### src/rtl/send_number.sv
// 32-bit word serialiser: four back-to-back 8N1 UART frames, least-significant byte first.
// All outputs are registered; the FSM computes next values combinationally.
module send_number #(
  parameter int unsigned CLKS_PER_BIT = 1250
) (
  input  logic        clk,
  input  logic        rst,
  input  logic        start,
  input  logic [31:0] data,
  output logic        tx,
  output logic        busy,
  output logic        done
);

  localparam int unsigned CNT_W = (CLKS_PER_BIT > 1) ? $clog2(CLKS_PER_BIT) : 1;
  localparam logic [CNT_W-1:0] CNT_LAST = CNT_W'(CLKS_PER_BIT - 1);

  typedef enum logic [1:0] {IDLE, START_BIT, DATA_BITS, STOP_BIT} state_t;

  state_t            state, state_nx;
  logic [CNT_W-1:0]  cnt, cnt_nx;
  logic [2:0]        bit_idx, bit_idx_nx;
  logic [1:0]        byte_idx, byte_idx_nx;
  logic [31:0]       shift, shift_nx;
  logic              tx_nx, busy_nx, done_nx;
  logic              bit_end;

  always_ff @(posedge clk) begin
    if (rst) begin
      state    <= IDLE;
      cnt      <= '0;
      bit_idx  <= '0;
      byte_idx <= '0;
      shift    <= '0;
      tx       <= 1'b1;
      busy     <= 1'b0;
      done     <= 1'b0;
    end else begin
      state    <= state_nx;
      cnt      <= cnt_nx;
      bit_idx  <= bit_idx_nx;
      byte_idx <= byte_idx_nx;
      shift    <= shift_nx;
      tx       <= tx_nx;
      busy     <= busy_nx;
      done     <= done_nx;
    end
  end

  assign bit_end = (cnt == CNT_LAST);

  always_comb begin
    state_nx    = state;
    cnt_nx      = cnt;
    bit_idx_nx  = bit_idx;
    byte_idx_nx = byte_idx;
    shift_nx    = shift;
    tx_nx       = tx;
    busy_nx     = busy;
    done_nx     = 1'b0;

    case (state)
      IDLE: begin
        tx_nx = 1'b1;
        if (start) begin
          shift_nx    = data;
          busy_nx     = 1'b1;
          tx_nx       = 1'b0;
          byte_idx_nx = '0;
          bit_idx_nx  = '0;
          cnt_nx      = '0;
          state_nx    = START_BIT;
        end
      end

      START_BIT: begin
        if (bit_end) begin
          cnt_nx   = '0;
          tx_nx    = shift[0];
          state_nx = DATA_BITS;
        end else begin
          cnt_nx = cnt + CNT_W'(1);
        end
      end

      // tx is loaded one bit ahead of the shift, so shift[1] is the next bit to drive;
      // the eighth shift leaves the next byte's LSB in shift[0] for the following frame.
      DATA_BITS: begin
        if (bit_end) begin
          cnt_nx   = '0;
          shift_nx = {1'b0, shift[31:1]};
          if (bit_idx == 3'd7) begin
            bit_idx_nx = '0;
            tx_nx      = 1'b1;
            state_nx   = STOP_BIT;
          end else begin
            bit_idx_nx = bit_idx + 3'd1;
            tx_nx      = shift[1];
          end
        end else begin
          cnt_nx = cnt + CNT_W'(1);
        end
      end

      STOP_BIT: begin
        if (bit_end) begin
          cnt_nx = '0;
          if (byte_idx == 2'd3) begin
            busy_nx  = 1'b0;
            done_nx  = 1'b1;
            tx_nx    = 1'b1;
            state_nx = IDLE;
          end else begin
            byte_idx_nx = byte_idx + 2'd1;
            tx_nx       = 1'b0;
            state_nx    = START_BIT;
          end
        end else begin
          cnt_nx = cnt + CNT_W'(1);
        end
      end

      default: state_nx = IDLE;
    endcase
  end

endmodule

### config.mk
export PLATFORM = sky130hd
export DESIGN_NAME = send_number
export DESIGN_NICKNAME = d
export VERILOG_FILES = /design/src/rtl/send_number.sv
export SDC_FILE = /design/constraint.sdc
export NUM_CORES = 1
export LEC_CHECK = 0
export ABC_AREA = 1
export BUFFER_PORTS_ARGS = -buffer_cell sky130_fd_sc_hd__buf_4
export CORE_ASPECT_RATIO = 2
export CORE_UTILIZATION = 60
export DETAILED_ROUTE_END_ITERATION = 10
export MAX_ROUTING_LAYER = met4
export PLACE_DENSITY_LB_ADDON = 0.25
export SLEW_MARGIN = 20
export SYNTH_ARGS = -nofsm -noshare
export SYNTH_HDL_FRONTEND = slang
export SYNTH_SLANG_ARGS = --single-unit
### constraint.sdc
create_clock -name clk -period 2.6 [get_ports clk]
set_input_delay 0.26 -clock clk [delete_from_list [all_inputs] [get_ports clk]]
set_output_delay 0.26 -clock clk [all_outputs]
set_load 0.02 [all_outputs]
# Yosys cells after proc, flatten, opt, wreduce, memory -nomap -nowiden
# Index checks and enable logic that the tools add are counted.
[word_totals]
regBits = 53
input_bits = 35
output_inout_bits = 3
wordCells = 68
[op_classes]
add_sub_neg = 3
eq_ne = 13
n_mux = 32
bitwise = 2
n_reduce_logical = 10
[op_table]
columns = ["operator", "count"]
rows = [
  ["32-bit two-way mux", 2],
  ["32-bit one-hot mux with 2 select lines", 1],
  ["11-bit two-way mux", 2],
  ["11-bit one-hot mux with 2 select lines", 1],
  ["2-bit two-way mux", 8],
  ["2-bit inequality test (second input constant)", 7],
  ["11-bit by 1-bit adder with 11-bit output (second input constant)", 1],
  ["11-bit == test (second input constant)", 1],
  ["1-bit two-way mux", 10],
  ["3-bit two-way mux", 3],
  ["2-bit one-hot mux with 4 select lines", 1],
  ["4-bit AND reduction", 2],
  ["2-bit == test (second input constant)", 3],
  ["3-bit one-hot mux with 2 select lines", 1],
  ["3-bit AND reduction", 2],
  ["3-bit OR reduction", 2],
  ["5-bit AND reduction", 1],
  ["1-bit one-hot mux with 4 select lines", 1],
  ["2-bit one-hot mux with 2 select lines", 1],
  ["2-bit nonzero test", 2],
  ["3-bit by 1-bit adder with 3-bit output (second input constant)", 1],
  ["3-bit == test (second input constant)", 1],
  ["2-bit by 1-bit adder with 2-bit output (second input constant)", 1],
  ["2-bit by 1-bit == test with 1-bit output (second input constant)", 1],
  ["other kinds (3)", 4],
]

# Longest topological paths before layout
[depth]
ltp_word = 4
ltp_mapped = 10

# Least setup slack after synthesis
# OpenSTA, ideal clock, no wires.
[synth_path]
path_kind = "register to register"
startpoint = "reg state[0]"
endpoint = "reg shift[10]"
setup_time_ns = 0.070
arrival_time_ns = 1.510
t_required_ns = 2.530
slack_ns = 1.019
stages_incl_launch_ff = 9
cell_sequence = "dfxtp_1 > inv_1 > ha_1 > inv_2 > nor2_4 > a21oi_4 > buf_2 > nand3_1 > a21oi_1"
[synth_via]
elab_chain_cells = 3
[synth_lines]
columns = ["item", "line_no", "rtl"]
rows = [
  ["from (decl)", "20", "state_t state, state_nx;"],
  ["from (signal assigned)", "39", "state <= state_nx;"],
  ["2-bit == test or 2-bit logical NOT (tied branches)", "62", "case (state)"],
  ["2-bit inequality test (no line) or 2-bit nonzero test (tied branches)", "-", ""],
  ["3-bit AND reduction (no line)", "-", ""],
  ["to (signal assigned)", "43", "shift <= shift_nx;"],
  ["to (decl)", "24", "logic [31:0] shift, shift_nx;"],
]
# Parallel ways exist; a longest one is shown, timed or not.
# A chain may end at the register's enable or synchronous reset.

# Worst setup path after layout
[layout_path]
startpoint = "reg state[0]"
endpoint = "reg bit_idx[1]"
[layout_via]
elab_chain_cells = 3
[layout_lines]
columns = ["item", "line_no", "rtl"]
rows = [
  ["2-bit == test or 2-bit logical NOT (tied branches)", "62", ""],
  ["2-bit inequality test (no line) or 2-bit nonzero test (tied branches)", "-", ""],
  ["3-bit AND reduction (no line)", "-", ""],
  ["to (signal assigned)", "41", "bit_idx <= bit_idx_nx;"],
  ["to (decl)", "22", "logic [2:0] bit_idx, bit_idx_nx;"],
]
# Parallel ways exist; a longest one is shown, timed or not.

==> flow_metrics.env <==
export IMPL_hpwl_mm=4.37
export IMPL_max_cap_violations=0
export IMPL_yosysTopAreaCellShare_pct=37.0
export IMPL_area_growth_pct=11.3
export IMPL_crit_type="flop to flop"
export IMPL_cts_buffers=5
export IMPL_cts_sinks=53
export IMPL_ys_flop_type="dfxtp_1"
export IMPL_slew_limit_headroom_pct=63.0
export IMPL_ys_seq_elements=53
export IMPL_num_antenna_cells=0
export IMPL_slew_violations=0
export IMPL_finClkSkew_ns=0.00805
export IMPL_drc=0
export IMPL_critPathArrivalTime_ns=2.30
export IMPL_final_hold_violation_count=0
export IMPL_cp_max_fo=36
export IMPL_tightest_slew_ns=0.555
export IMPL_grt_total_usage_pct=27.7
export IMPL_ant_nets=0
export IMPL_clock_fmax_mhz=486
export IMPL_drive_gt1_share_pct=12.0
export IMPL_clk_path_buf_depth=2
export IMPL_crit_path_end_kind="flop"
export IMPL_nFillCells=450
export IMPL_fin_tns_setup_ns=0
export IMPL_core_area_mm2=0.00460
export IMPL_hold_buffers=0
export IMPL_ys_seq_area_share_pct=37.0
export IMPL_grt_antenna_before_repair=0
export IMPL_hold_path_class="input port to flop"
export IMPL_syn_num_nets=486
export IMPL_setup_viol=0
export IMPL_row_count=35
export IMPL_die_y_um=99.8
export IMPL_timing_hold_ws_ns=0.235
export IMPL_dieArea_mm2=0.00507
export IMPL_finalPower_w=0.00298
export IMPL_grt_max_degree=47
export IMPL_clkTransAtPathRegs_ns=0.09
export IMPL_drt_vias_per_instance=5.43
export IMPL_io_buffer_count=37
export IMPL_fp_dieW_um=50.9
export IMPL_vdd_ir_drop_max_uv=667
export IMPL_syn_avg_cell_area_um2=6.50
export IMPL_grt_pass1_wl_mm=10.6
export IMPL_vias=2836
export IMPL_synth_area_mm2=0.00287
export IMPL_grt_pass1_vias=2580
export IMPL_synth_distinct_cells=24
export IMPL_synth_area_leaders="dfxtp_1 37%, nand2_1 23%, nand3_1 9.6%, a21oi_1 8.6%, ha_1 4.4%"
export IMPL_seqCellArea_mm2=0.00106
export IMPL_postCtsSetupBuffers=0
export IMPL_grt_setup_unrepaired="no"
export IMPL_yosys_area_top_type="dfxtp_1"
export IMPL_period_minus_slack_ns=2.06
export IMPL_start_util_pct=62.3
export IMPL_yosysMostFrequentCell="nand2_1"
export IMPL_cts_htree_levels=2
export IMPL_finalCritPeriodShare_pct=79.1
export IMPL_ios=38
export IMPL_synth_edff_count=0
export IMPL_instances_no_fill=522
export IMPL_dr_pass1_iters=4
export IMPL_syn_inst=441
export IMPL_placedCellCount=514
export IMPL_tritoncts="yes"
export IMPL_ctsRootBufferMaster="clkbuf_8"
export IMPL_routed_wl_mm=6.54
export IMPL_cp_start_kind="flop"
export IMPL_fin_util_pct=69.4
export IMPL_nets=511
export IMPL_synth_common_cells="175 x nand2_1, 55 x nand3_1, 53 x dfxtp_1"
export IMPL_outcome="finished clean"
export IMPL_p_leak_nw=1.47
export IMPL_worstPathRequired_ns=2.84
export IMPL_multi_input_area_mm2=0.00155
export IMPL_drtIter0Drc=97
export IMPL_p_per_area_mw_per_mm2=934
export IMPL_gp_congestion=0.841
export IMPL_clk_latency_ns=0.31
export IMPL_cts_resized_gates=0
export IMPL_overflow=0
export IMPL_wl_per_cell_um=12.5
export IMPL_yosysWarningCount=0
export IMPL_async_flop_share_pct=0
## critical path, stage by stage (launching register included)
cell and delay [ns]:
dfxtp_1 0.37, inv_1 0.13, ha_1 0.19, buf_4 0.36, nand2_4 0.29, nand2_4 0.39, nand2_1 0.11, a21oi_1 0.13
## final timing paths
kind	startpoint	to	slack, ns	depth (start not counted)
setup / recovery	state[0]	bit_idx[1]	0.54	7
hold / removal	data[31]	shift[31]	0.24	3
setup reg to reg	state[0]	bit_idx[1]	0.54	7
hold reg to reg	busy	busy	0.45	2
## cells by family after synthesis
logic type / synth area share, %
simple gates: 38.8
compound gates: 11.1
buf+inv: 8.77
flops: 37.0
fa+ha+maj: 4.36
## layout make-up
class                      count  share of cell area, %
sequential                    53                   33.3
tap                           55                   2.16
multi-input combinational    333                   48.7
inverter                      33                   3.88
clock buffer                   6                   2.27
clock inverter                 2                  0.314
timing repair buffer          40                   9.41
## per-stage QoR
stage	setup slack (ns)	area [um^2]
after floorplan	1.02	2870
after global placement	0.654	3110
after detailed placement	0.575	3110
after CTS	0.544	3190
after global routing	0.344	3190
final	0.543	3190
## report_power, final
group / internal (W) / leakage, nW / total (W) / switching (W)
clock: 0.000187 / 0.0450 / 0.000455 / 0.000267
combinational: 0.000463 / 0.987 / 0.00136 / 0.000894
sequential: 0.00104 / 0.434 / 0.00117 / 0.000130
total: 0.00169 / 1.47 / 0.00298 / 0.00129
## sequential cells by signal (all words and copies together), names as in the netlist
name      count
bit_idx       3
tx            1
cnt          11
done          1
state         2
shift        32
byte_idx      2
busy          1
## cells in the final DEF (no fill, tap or decap)
cell type	n
nand2_1	175
nand3_1	55
dfxtp_1	53
a21oi_1	49
buf_4	40
inv_1	30
nor2_1	18
ha_1	10
nand4_1	8
o21ai_0	7
clkbuf_8	5
inv_2	3
nand2_4	2
clkinv_2	2
nor2_4	1
nand3_2	1
a21oi_4	1
nor3_1	1
or2_2	1
o22ai_1	1
and2_1	1
o21a_1	1
o211ai_1	1
clkbuf_1	1
## metal layers
| metal | up-vias | global-route usage [%] | part of all wire, % |
|---|---|---|---|
| met4 | 0 | 12.4 | 2.3 |
| met3 | 14 | 4.43 | 2.9 |
| met2 | 47 | 49.6 | 55 |
| met1 | 1309 | 28.6 | 39 |
| met5 | - | - | 0 |
| li1 | 1466 | - | - |
Note: power is estimated with default switching activity, not from simulation.
